`src/rtl/game_pkg.sv`:
```
// Shared game-flow types and sizing constants, also imported by the collision logic.
package game_pkg;

    typedef enum logic [2:0] {
        ST_IDLE,
        ST_BANNER1,
        ST_PLAY1,
        ST_BANNER2,
        ST_PLAY2,
        ST_WIN,
        ST_LOSE
    } game_state_t;

    localparam int unsigned DEF_NUM_BLOCKS = 10;
    localparam int unsigned DEF_NUM_RECTS  = 3;
    localparam int unsigned SCORE_W        = 8;

endpackage

```
`src/rtl/frame_timer.sv`:
```
// Counts frame_start pulses while enabled; sync clear; flags the last frame of a LIMIT-long span.
module frame_timer #(
    parameter int unsigned LIMIT = 120
) (
    input  logic clk,
    input  logic reset,
    input  logic clear,
    input  logic en,
    input  logic tick,
    output logic tc_c
);

    localparam int unsigned CNT_W = $clog2(LIMIT + 1);

    logic [CNT_W-1:0] count_q, count_d;

    always_comb begin
        count_d = count_q;
        if (clear) begin
            count_d = '0;
        end else if (en && tick && !tc_c) begin
            count_d = count_q + CNT_W'(1);
        end
    end

    assign tc_c = (count_q == CNT_W'(LIMIT - 1));

    always_ff @(posedge clk) begin
        if (reset) begin
            count_q <= '0;
        end else begin
            count_q <= count_d;
        end
    end

endmodule

```
`src/rtl/level_sequencer.sv`:
```
// Level state machine, per-target alive masks, score and lives; all changes aligned to frame_start.
module level_sequencer
    import game_pkg::*;
#(
    parameter int unsigned           NUM_BLOCKS    = DEF_NUM_BLOCKS,
    parameter int unsigned           NUM_RECTS     = DEF_NUM_RECTS,
    parameter int unsigned           BANNER_FRAMES = 120,
    parameter logic [NUM_BLOCKS-1:0] L2_BLOCK_MASK = 10'b11111_00000,
    parameter logic [1:0]            START_LIVES   = 2'd3
) (
    input  logic                  Clk,
    input  logic                  Reset,
    input  logic                  frame_start,
    input  logic                  start_btn,
    input  logic [NUM_BLOCKS-1:0] block_hit,
    input  logic [NUM_RECTS-1:0]  rect_hit,
    input  logic                  ball_lost,
    output logic [NUM_BLOCKS-1:0] block_ready,
    output logic [NUM_RECTS-1:0]  rect_ready,
    output logic                  level_one,
    output logic                  level_two,
    output logic                  play_en,
    output logic                  game_won,
    output logic                  game_over,
    output logic [SCORE_W-1:0]    score,
    output logic [1:0]            lives
);

    localparam int unsigned HIT_W = $clog2(NUM_BLOCKS + NUM_RECTS + 1);
    localparam int unsigned SUM_W = SCORE_W + 1;

    game_state_t           state_q, state_d;
    logic [NUM_BLOCKS-1:0] blk_q, blk_d;
    logic [NUM_RECTS-1:0]  rect_q, rect_d;
    logic [SCORE_W-1:0]    score_q, score_d;
    logic [1:0]            lives_q, lives_d;
    logic                  pend_q, pend_d;
    logic                  level_one_q, level_one_d;
    logic                  level_two_q, level_two_d;
    logic                  play_en_q, play_en_d;
    logic                  game_won_q, game_won_d;
    logic                  game_over_q, game_over_d;

    logic                  tmr_clr_c, tmr_en_c, tmr_tc_c;
    logic [NUM_BLOCKS-1:0] new_blk_c;
    logic [NUM_RECTS-1:0]  new_rect_c;
    logic [HIT_W-1:0]      hit_cnt_c;
    logic [SUM_W-1:0]      sum_c;
    logic                  last_life_c;

    assign tmr_en_c = (state_q == ST_BANNER1) || (state_q == ST_BANNER2);

    frame_timer #(.LIMIT(BANNER_FRAMES)) u_banner_timer (
        .clk   (Clk),
        .reset (Reset),
        .clear (tmr_clr_c),
        .en    (tmr_en_c),
        .tick  (frame_start),
        .tc_c  (tmr_tc_c)
    );

    always_comb begin
        state_d     = state_q;
        blk_d       = blk_q;
        rect_d      = rect_q;
        score_d     = score_q;
        lives_d     = lives_q;
        pend_d      = pend_q;
        tmr_clr_c   = 1'b0;
        new_blk_c   = '0;
        new_rect_c  = '0;
        hit_cnt_c   = '0;
        sum_c       = '0;
        last_life_c = ball_lost && (lives_q == 2'd1);

        unique case (state_q)
            ST_IDLE: begin
                blk_d  = '0;
                rect_d = '0;
                if (frame_start && start_btn) begin
                    state_d   = ST_BANNER1;
                    blk_d     = '1;
                    lives_d   = START_LIVES;
                    score_d   = '0;
                    tmr_clr_c = 1'b1;
                end
            end
            ST_BANNER1: if (frame_start && tmr_tc_c) state_d = ST_PLAY1;
            ST_BANNER2: if (frame_start && tmr_tc_c) state_d = ST_PLAY2;
            ST_PLAY1, ST_PLAY2: begin
                // Only hits on live targets score; the clear check below uses the pre-hit masks.
                new_blk_c  = block_hit & blk_q;
                new_rect_c = rect_hit & rect_q;
                blk_d      = blk_q & ~block_hit;
                rect_d     = rect_q & ~rect_hit;
                for (int i = 0; i < NUM_BLOCKS; i++) hit_cnt_c = hit_cnt_c + HIT_W'(new_blk_c[i]);
                for (int i = 0; i < NUM_RECTS; i++)  hit_cnt_c = hit_cnt_c + HIT_W'(new_rect_c[i]);
                sum_c   = SUM_W'(score_q) + SUM_W'(hit_cnt_c);
                score_d = sum_c[SCORE_W] ? '1 : sum_c[SCORE_W-1:0];

                if (ball_lost && (lives_q != 2'd0)) begin
                    lives_d = lives_q - 2'd1;
                    if (last_life_c) pend_d = 1'b1;
                end

                if (frame_start) begin
                    if (pend_q) begin
                        state_d = ST_LOSE;
                        pend_d  = 1'b0;
                    end else if (!last_life_c && (blk_q == '0) && (rect_q == '0)) begin
                        if (state_q == ST_PLAY1) begin
                            state_d   = ST_BANNER2;
                            blk_d     = L2_BLOCK_MASK;
                            rect_d    = '1;
                            tmr_clr_c = 1'b1;
                        end else begin
                            state_d = ST_WIN;
                        end
                    end
                end
            end
            ST_WIN, ST_LOSE: begin
                if (frame_start && start_btn) begin
                    state_d = ST_IDLE;
                    blk_d   = '0;
                    rect_d  = '0;
                end
            end
            default: state_d = ST_IDLE;
        endcase

        level_one_d = (state_d == ST_BANNER1);
        level_two_d = (state_d == ST_BANNER2);
        play_en_d   = ((state_d == ST_PLAY1) || (state_d == ST_PLAY2)) && !pend_d;
        game_won_d  = (state_d == ST_WIN);
        game_over_d = (state_d == ST_LOSE);
    end

    always_ff @(posedge Clk) begin
        if (Reset) begin
            state_q     <= ST_IDLE;
            blk_q       <= '0;
            rect_q      <= '0;
            score_q     <= '0;
            lives_q     <= '0;
            pend_q      <= 1'b0;
            level_one_q <= 1'b0;
            level_two_q <= 1'b0;
            play_en_q   <= 1'b0;
            game_won_q  <= 1'b0;
            game_over_q <= 1'b0;
        end else begin
            state_q     <= state_d;
            blk_q       <= blk_d;
            rect_q      <= rect_d;
            score_q     <= score_d;
            lives_q     <= lives_d;
            pend_q      <= pend_d;
            level_one_q <= level_one_d;
            level_two_q <= level_two_d;
            play_en_q   <= play_en_d;
            game_won_q  <= game_won_d;
            game_over_q <= game_over_d;
        end
    end

    assign block_ready = blk_q;
    assign rect_ready  = rect_q;
    assign level_one   = level_one_q;
    assign level_two   = level_two_q;
    assign play_en     = play_en_q;
    assign game_won    = game_won_q;
    assign game_over   = game_over_q;
    assign score       = score_q;
    assign lives       = lives_q;

endmodule

```
`config.mk`:
```
export PLATFORM = sky130hd
export DESIGN_NAME = level_sequencer
export DESIGN_NICKNAME = d
export VERILOG_FILES = /design/src/rtl/game_pkg.sv /design/src/rtl/frame_timer.sv /design/src/rtl/level_sequencer.sv
export SDC_FILE = /design/constraint.sdc
export NUM_CORES = 1
export LEC_CHECK = 0
export ABC_CLOCK_PERIOD_IN_PS = 4600
export BUFFER_PORTS_ARGS = -buffer_cell sky130_fd_sc_hd__clkbuf_2
export CAP_MARGIN = 5
export CELL_PAD_IN_SITES_DETAIL_PLACEMENT = 1
export CELL_PAD_IN_SITES_GLOBAL_PLACEMENT = 2
export CORE_ASPECT_RATIO = 2
export CORE_MARGIN = 2
export CORE_UTILIZATION = 30
export DETAILED_ROUTE_END_ITERATION = 6
export PLACE_DENSITY_LB_ADDON = 0.2
export SKIP_CTS_REPAIR_TIMING = 1
export SLEW_MARGIN = 20
export SYNTH_ARGS = -nofsm -noshare
export SYNTH_HDL_FRONTEND = slang
export SYNTH_HIERARCHICAL = 1
export SYNTH_SLANG_ARGS = --single-unit
export TNS_END_PERCENT = 10
```
`constraint.sdc`:
```
create_clock -name Clk -period 4.6 [get_ports Clk]
set_clock_uncertainty 0.1 [all_clocks]
set_input_delay 0.23 -clock Clk [delete_from_list [all_inputs] [get_ports Clk]]
set_output_delay 0.23 -clock Clk [all_outputs]
set_load 0.01 [all_outputs]
```
==> flow_summary.toml, run 1 <==
[layout]
insertedDiodeCount = 0
instances_no_fill = 420
nFillCells = 958
layout.nets = 363
drive_gt1_share_pct = 24.7
area_delta_synth_final_pct = 20.0
seqCellArea_um2 = 781
multi_input_area_um2 = 1520
finalInstanceArea_um2 = 2930

[synthesis]
netlist_area_um2 = 2440
yosysMostFrequentCell = "dfxtp_1"
synth_ff_type = "dfxtp_1"
synth_top_cell_by_area = "dfxtp_1"
synth_warnings = 6
yosysSeqAreaShare_pct = 31.9
yosys_register_bits = 39
yosysTopAreaCellShare_pct = 31.9
synth-edff-count = 0
yosysUniqueCellTypes = 58
async_flop_share_pct = 0
synth_commonest_cells = "dfxtp_1, a21oi_1, nor2_1"
syn_nets = 314
synth.area.top_cells = "dfxtp_1, fa_1, ha_1"
syn_avg_cell_area_um2 = 8.92
netlist_instances = 274

[route]
viasPerCell = 5.29
via_count = 2221
dr.pass1.iters = 4
route.detailed.drc = 0
dr.first_iter.drc_count = 88
routedWlPerCell_um = 17.3
detail-route-antenna-nets = 0
wirelength_um = 7280

[pwr]
leakage_nw = 1.29
power.density_nw_per_um2 = 266
total_power_mw = 0.781
ir_drop_mv = 0.129

[timing]
slew_violations = 0
tightest_slew_ns = 0.694
rsz0062_at_grt = "no"
postLayoutSetupSlackWorst_ns = 0.254
max-slew-margin-rel_pct = 53.3
clock.fmax_ghz = 0.230
min_period_ns = 4.35
fin_crit_sh_pct = 94.5
hold_viol = 0
setup_viol = 0

[min_path]
whs_endpoint = "block_ready[2]$_SDFFE_PP0P_"
worstHoldStart = "block_hit[2]"
whs_path_depth = 3
min_path_type = "in -> reg"

[grt]
grt_pass1_vias = 2397
globalRouteOverflowTotal = 0
grt_max_degree = 29
grt_pass1_wl_um = 12000
antenna_found_initial = 0
grt_usage_pct = 17.9

[die]
dieWidth_um = 67.8
initial_core_util_pct = 30.8
ioPinCount = 46
dieArea_um2 = 8930
core_area_um2 = 7940
row_count = 46
die_h_um = 132

[placement]
place_area_um2 = 2780
io_buffers = 45
hpwl_um = 5670
place_ws_ns = -0.0326
gp_congestion = 0.753
place_inst = 412

[critical_path]
r2r_cells = 15
critical_path_class = "reg -> reg"
crit_fanout = 4
r2r-start = "block_ready[6]$_SDFFE_PP0P_"
r2r_slack_ns = 0.25
start_kind = "register"
r2r-end = "score[6]$_SDFFE_PP0P_"
critical_path_arrival_ns = 4.39
required_ns = 4.64
cp-startpoint = "block_ready[6]$_SDFFE_PP0P_"
critPathCaptureType = "register"

[clock_network]
cts_made_buffers = 5
clk_latency_ns = 0.29
clk_path_buf_depth = 2
clock-sinks = 39
clock_tree.root_cell = "clkbuf_16"
ctsHtreeMaxLevel = 2
tritoncts = "built"
clk_pin_slew_worst_paths_ns = 0.06

[run_status]
status = "finished, final reports clean"

[run]
drv_cap = 0
[state kept, by name, indices dropped and copies added (netlist names)]
name	count
score	8
play_en	1
rect_ready	3
level_one	1
game_won	1
lives	2
level_two	1
u_banner_timer/count_q	7
pend_q	1
block_ready	10
state_q	3
game_over	1
[layer usage]
metal  track usage, %  routed length [µm]  part of all wire [%]  vias to the layer above
li1                 -                   -                     -                     1084
met1             18.7                2750                    38                     1094
met2             33.2                4190                    58                       34
met3             2.65                 187                   2.6                        9
met4             7.56                 148                   2.0                        0
met5                0                   0                     0                        -
[cells in the final DEF, fill, tap and decap left out, drive strengths merged, types with 3 or more instances in the layout]
| cell | synthesis | routed |
|---|---|---|
| clkbuf | 2 | 52 |
| dfxtp | 39 | 39 |
| nor2 | 22 | 22 |
| a21oi | 22 | 22 |
| inv | 17 | 17 |
| nand2 | 17 | 17 |
| and2 | 13 | 13 |
| ha | 13 | 13 |
| nor3 | 12 | 12 |
| buf | 10 | 11 |
| o21ai | 10 | 10 |
| nand3b | 10 | 10 |
| fa | 9 | 9 |
| a211oi | 8 | 8 |
| nor4 | 5 | 5 |
| a311oi | 4 | 4 |
| a21o | 4 | 4 |
| mux2i | 4 | 4 |
| a31oi | 4 | 4 |
| nor4b | 3 | 3 |
| nand3 | 3 | 3 |
| and2b | 3 | 3 |
| o31ai | 3 | 3 |
| a21boi | 3 | 3 |
| or3 | 3 | 3 |
[worst max path at each step]
stage / to
2_1_floorplan: score[6]$_SDFFE_PP0P_
3_3_place_gp: score[0]$_SDFFE_PP0P_
3_5_place_dp: score[0]$_SDFFE_PP0P_
4_1_cts: score[0]$_SDFFE_PP0P_
5_1_grt: score[2]$_SDFFE_PP0P_
6_report: score[6]$_SDFFE_PP0P_
[cell type report]
cell class / count / area share, %
well taps: 96 / 4.09
multi-input cells: 204 / 51.9
flip-flops and latches: 39 / 26.6
clock inverters: 1 / 0.171
repair buffers: 56 / 10.5
inverters: 17 / 2.17
clock buffers: 7 / 4.52
[critical path, stage by stage (launching register included)]
cell	delay, ns
dfxtp_1	0.31
and2_2	0.18
fa_1	0.51
inv_1	0.06
fa_1	0.51
fa_1	0.54
inv_1	0.05
fa_1	0.45
ha_2	0.20
fa_2	0.35
a21o_1	0.20
a211oi_2	0.22
buf_4	0.16
nand3b_1	0.12
mux2i_1	0.19
nor3_1	0.05
[cells by family (layout without fill, tap and decap cells)]
kind of cell	Yosys count	count (layout)	synth area share [%]
compound gates	71	71	19.5
xor+xnor	4	4	1.74
fa+ha+maj	22	22	14.0
buf+inv	31	81	6.60
flops	39	39	31.9
mux	5	5	2.10
simple gates	102	102	24.1
[power by group]
group | switching [mW] | internal [mW] | total, mW
sequential | 0.00990 | 0.345 | 0.355
clock | 0.138 | 0.201 | 0.338
combinational | 0.0504 | 0.0368 | 0.0872
[through the flow]
stage                     utilization [%]  setup TNS (ns)  hold WS [ns]
after floorplan                         -               0         0.304
after global placement               35.0               0         0.368
after detailed placement             35.0         -0.0342         0.381
after CTS                            36.8               0         0.132
after global routing                 36.9               0         0.156
final                                36.9               0         0.133
(Power assumes the default switching activity.)
==> run 2: changes to the inputs <==
- CORE_UTILIZATION: 30 -> 29
- GPL_TIMING_DRIVEN: not set -> 0
==> flow_summary.toml, run 2 (synthesized netlist as in run 1, its figures left out) <==
[pwr]
ir_drop_mv = 0.154
leakage_nw = 1.31
total_power_mw = 0.821
power.density_nw_per_um2 = 273

[critical_path]
required_ns = 4.66
critical_path_arrival_ns = 4.47
critical_path_class = "reg -> reg"
crit_family = "adder cells"
critPathCaptureType = "register"
cpMostUsedCell = "fa_1"
cp_num_buf_inv = 2
crit_fanout = 5
start_kind = "register"
cp_slowest_cell = "fa_1"
cp_cell_sequence = "and2_1 -> fa_1 -> inv_1 -> fa_1 -> fa_1 -> inv_1 -> fa_1 -> ha_4 -> fa_2 -> a21o_1 -> a211oi_4 -> nand3b_1 -> mux2i_1 -> nor3_1"
cpPeakStageDelay_ns = 0.55

[placement]
place_ws_ns = -0.286
gp_congestion = 0.781
io_buffers = 45
hpwl_um = 5800
place_inst = 417

[die]
dieArea_um2 = 9230
ioPinCount = 46
initial_core_util_pct = 29.7
die_h_um = 134
core_area_um2 = 8230
row_count = 47
dieWidth_um = 68.9

[route]
detail-route-antenna-nets = 0
dr.first_iter.drc_count = 81
route.detailed.drc = 0
wirelength_um = 7340
viasPerCell = 5.31
via_count = 2263
routedWlPerCell_um = 17.2
dr.pass1.iters = 4

[timing]
clock.fmax_ghz = 0.227
slew_violations = 0
max-slew-margin-rel_pct = 60.7
postLayoutSetupSlackWorst_ns = 0.191
tightest_slew_ns = 0.587
min_period_ns = 4.41
setup_viol = 0
fin_crit_sh_pct = 95.9
hold_viol = 0

[layout]
area_delta_synth_final_pct = 22.9
final_cell_mix = "clkbuf_2, dfxtp_1, nor2_1, a21oi_1"
layout_commonest_cell = "clkbuf_2"
seqCellArea_um2 = 783
layout.nets = 367
multi_input_area_um2 = 1540
drive_gt1_share_pct = 25.6
insertedDiodeCount = 0
largest_register_ff_count = 10
instances_no_fill = 426
nFillCells = 1013

[min_path]
min_path_type = "in -> reg"

[clock_network]
cts_made_buffers = 5
tritoncts = "built"
clock-sinks = 39
ctsHtreeMaxLevel = 2
clk_path_buf_depth = 2
clk_latency_ns = 0.29
clock_tree.root_cell = "clkbuf_16"
clk_pin_slew_worst_paths_ns = 0.06

[grt]
globalRouteOverflowTotal = 0
grt_pass1_wl_um = 11800
grt_max_degree = 13
grt_usage_pct = 17.4
grt_pass1_vias = 2331
antenna_found_initial = 0

[run]
drv_cap = 0

[run_status]
status = "finished, final reports clean"
==> run 2: where the power goes <==
group | leakage (nW) | internal, mW | switching, mW | total (mW)
combinational | 0.918 | 0.0380 | 0.0530 | 0.0910
sequential | 0.317 | 0.345 | 0.00846 | 0.354
clock | 0.0761 | 0.231 | 0.145 | 0.376
total | 1.31 | 0.614 | 0.207 | 0.821
==> run 2: path summary, 6_finish.rpt <==
check                                         startpoint                                endpoint  slack (ns)  cells after the start
hold reg to reg   u_banner_timer/count_q[5]$_SDFFE_PP0P_  u_banner_timer/count_q[5]$_SDFFE_PP0P_        0.38                      2
hold / removal                              block_hit[1]             block_ready[1]$_SDFFE_PP0P_        0.11                      3
setup / recovery             block_ready[4]$_SDFFE_PP0P_                   score[6]$_SDFFE_PP0P_        0.19                     14
setup reg to reg             block_ready[4]$_SDFFE_PP0P_                   score[6]$_SDFFE_PP0P_        0.19                     14
==> run 2: area by class of cell <==
class	count	area share [%]
clock buffers	7	5.08
repair buffers	46	7.75
flip-flops and latches	39	26.1
plain buffers	14	3.25
well taps	98	4.08
multi-input cells	204	51.4
inverters	17	2.12
clock inverters	1	0.250
==> run 2: worst min-delay path, cell delays in order <==
cell and delay (ns):
clkbuf_2 0.08, nand3b_1 0.09, a21oi_1 0.05
==> run 2: per-stage QoR <==
stage | TNS, ns | cell area, µm² | hold WS, ns | util [%]
after floorplan | 0 | 2440 | 0.304 | -
after global placement | -1.25 | 2790 | 0.367 | 33.9
after detailed placement | -1.51 | 2790 | 0.383 | 33.9
after CTS | -1.70 | 2950 | 0.109 | 35.9
after global routing | -0.000597 | 3000 | 0.125 | 36.5
final | 0 | 3000 | 0.109 | 36.5
==> run 2: layer usage <==
metal | track usage, % | vias up | wire [µm] | share of wire (%)
met5 | 0 | - | 0 | 0
met4 | 5.23 | 0 | 112 | 1.5
met3 | 2.94 | 6 | 214 | 2.9
met2 | 32.6 | 28 | 4320 | 59
met1 | 18.7 | 1139 | 2700 | 37
li1 | - | 1090 | - | -
==> run 3: changes to the inputs <==
- ABC_AREA: not set -> 1
- CORE_MARGIN: 2 -> 4
- CORE_UTILIZATION: 29 -> 28
==> flow_summary.toml, run 3 <==
[run_status]
status = "finished, final reports clean"

[layout]
instances_no_fill = 544
postLayoutCoreUtil_pct = 34.9
nFillCells = 1205
drive_gt1_share_pct = 19.2
final_cell_mix = "nand2_1, inv_1, clkbuf_2"
layout.nets = 481
insertedDiodeCount = 0
layout_commonest_cell = "nand2_1"
area_delta_synth_final_pct = 20.6
finalInstanceArea_um2 = 3170
largest_register_ff_count = 10

[timing]
setup_viol = 0
fin_crit_sh_pct = 95.7
min_period_ns = 4.40
tightest_slew_ns = 0.686
hold_viol = 0
rsz0062_at_grt = "no"
max-slew-margin-rel_pct = 54.3
clock.fmax_ghz = 0.227
slew_violations = 0

[die]
dieArea_um2 = 11100
die_h_um = 145
dieWidth_um = 76.5
initial_core_util_pct = 28.9
core_area_um2 = 9070
ioPinCount = 46
row_count = 49

[pwr]
switchingPower_mw = 0.221
seqPwrFrac_pct = 40.8
comb_power_share_pct = 12.3
power.density_nw_per_um2 = 276
internal_power_mw = 0.654
leakage_nw = 1.62
ir_drop_mv = 0.186
power_frac_clock_pct = 46.9
swShare_pct = 25.2

[synthesis]
syn_nets = 428
synth_ff_type = "dfxtp_1"
yosysMostFrequentCell = "nand2_1"
netlist_instances = 388
yosysTopAreaCellShare_pct = 29.7
synth_commonest_cells = "nand2_1, inv_1, nor2_1"
synth.area.top_cells = "dfxtp_1, nand2_1, inv_1"
yosysUniqueCellTypes = 34
async_flop_share_pct = 0
synth_xor_xnor_area_share_pct = 0.667
synth_top_cell_by_area = "dfxtp_1"
synth_simple_gate_area_share_pct = 31.5
netlist_area_um2 = 2630
synthAdderAreaFrac_pct = 13.1
synth_compound_area_share_pct = 13.3
synth_warnings = 6
synth_top_family_by_area = "simple AND/OR/NAND/NOR gates"
syn_avg_cell_area_um2 = 6.77
yosysSeqAreaShare_pct = 29.7
yosys_register_bits = 39
synth-edff-count = 0
muxShareOfSynthArea_pct = 0

[placement]
hpwl_um = 7300
io_buffers = 45
place_inst = 535
place_area_um2 = 2980
gp_congestion = 0.855

[critical_path]
critical_path_arrival_ns = 4.44
r2r_slack_ns = 0.20
start_kind = "register"
critPathCaptureType = "register"
crit_fanout = 7
required_ns = 4.64
r2r-end = "score[5]$_SDFFE_PP0P_"
critical_path_class = "reg -> reg"
r2r-start = "block_ready[4]$_SDFFE_PP0P_"
r2r_cells = 19

[run]
drv_cap = 0

[grt]
grt_pass1_vias = 2743
grt_pass1_wl_um = 13900
antenna_found_initial = 0
grt_usage_pct = 16.2
globalRouteOverflowTotal = 0
grt_max_degree = 13

[clock_network]
clock_tree.root_cell = "clkbuf_16"
cts_made_buffers = 5
clk_path_buf_depth = 2
clk_pin_slew_worst_paths_ns = 0.06
ctsHtreeMaxLevel = 2
clock-sinks = 39
clk_latency_ns = 0.28
tritoncts = "built"

[min_path]
worstHoldStart = "block_hit[4]"
min_path_type = "in -> reg"
whs_endpoint = "block_ready[4]$_SDFFE_PP0P_"
whs_path_depth = 3

[route]
via_count = 2579
detail-route-antenna-nets = 0
dr.pass1.iters = 4
route.detailed.drc = 0
viasPerCell = 4.74
dr.first_iter.drc_count = 58
wirelength_um = 8600
routedWlPerCell_um = 15.8
[run 3: cell types whose count changed after synthesis, moves of 8 or more]
cell,delta
nor2_1,+18
nand3_1,+18
o21ai_0,+13
inv_1,+49
nor3_1,-11
and2_1,-12
nand3b_1,-8
nand2_1,+81
[run 3: metal layers]
layer	share of wire, %	GRT usage [%]	vias to the layer above	wire [µm]
met3	1.4	2.05	7	118
met4	1.7	5.26	0	142
met1	32	13.5	1222	2740
met5	0	0	-	0
met2	65	36.4	29	5600
li1	-	-	1321	-
[run 3: worst max path at each step]
stage | start | to | slack, ns | cells past startpoint
finish | block_ready[4]$_SDFFE_PP0P_ | score[5]$_SDFFE_PP0P_ | 0.20 | 19
global route | block_ready[4]$_SDFFE_PP0P_ | score[5]$_SDFFE_PP0P_ | 0.0007 | 19
CTS | block_ready[0]$_SDFFE_PP0P_ | score[2]$_SDFFE_PP0P_ | -0.12 | 18
detailed placement | block_hit[0] | score[2]$_SDFFE_PP0P_ | -0.11 | 19
global placement | block_ready[0]$_SDFFE_PP0P_ | score[2]$_SDFFE_PP0P_ | -0.06 | 18
floorplan | block_ready[0]$_SDFFE_PP0P_ | score[2]$_SDFFE_PP0P_ | 0.55 | 18
[run 3: power groups by stage]
stage	Clock, mW	Sequential [mW]	Combinational [mW]
6_report	0.410	0.357	0.108
5_1_grt	0.439	0.358	0.124
4_1_cts	0.425	0.357	0.111
3_5_place_dp	0	0.365	0.111
3_3_place_gp	0	0.364	0.109
2_1_floorplan	0	0.365	0.0630
[run 3: cell type report]
type | count | area, µm² | area share, %
Tap cell | 102 | 128 | 4.03
Buffer | 5 | 35.0 | 1.11
Timing Repair Buffer | 46 | 233 | 7.35
Inverter | 73 | 274 | 8.65
Clock inverter | 2 | 35.0 | 1.11
Multi-Input combinational cell | 271 | 1540 | 48.7
Sequential cell | 39 | 781 | 24.6
Clock buffer | 6 | 139 | 4.38
[run 3: per-stage QoR]
stage / setup TNS, ns / setup WS [ns] / hold slack, ns / total power, mW
after CTS: -0.498 / -0.116 / 0.133 / 0.893
after global placement: -0.151 / -0.0621 / 0.369 / 0.474
after global routing: 0 / 0.000731 / 0.166 / 0.921
after floorplan: 0 / 0.546 / 0.277 / 0.428
after detailed placement: -0.470 / -0.108 / 0.379 / 0.476
final: 0 / 0.199 / 0.145 / 0.875
[run 3: cells by family (layout without fill, tap and decap cells)]
family          count (synthesis)  after routing
fa+ha+maj                      22             22
buf+inv                        78            132
compound gates                 62             62
simple gates                  185            185
xor+xnor                        2              2
flops                          39             39
[run 3: worst max-delay path: stages (launching register included)]
cell and delay [ns]:
dfxtp_1 0.34, nand2_1 0.11, inv_1 0.07, fa_1 0.54, inv_1 0.06, fa_1 0.52, fa_1 0.54, inv_1 0.08
fa_1 0.50, ha_2 0.23, fa_2 0.37, nand3_1 0.10, nand2_1 0.11, nand2_2 0.09, nand2_1 0.05, nand4_1 0.07
buf_4 0.17, nand3_1 0.08, nand2_1 0.06, a21oi_1 0.05
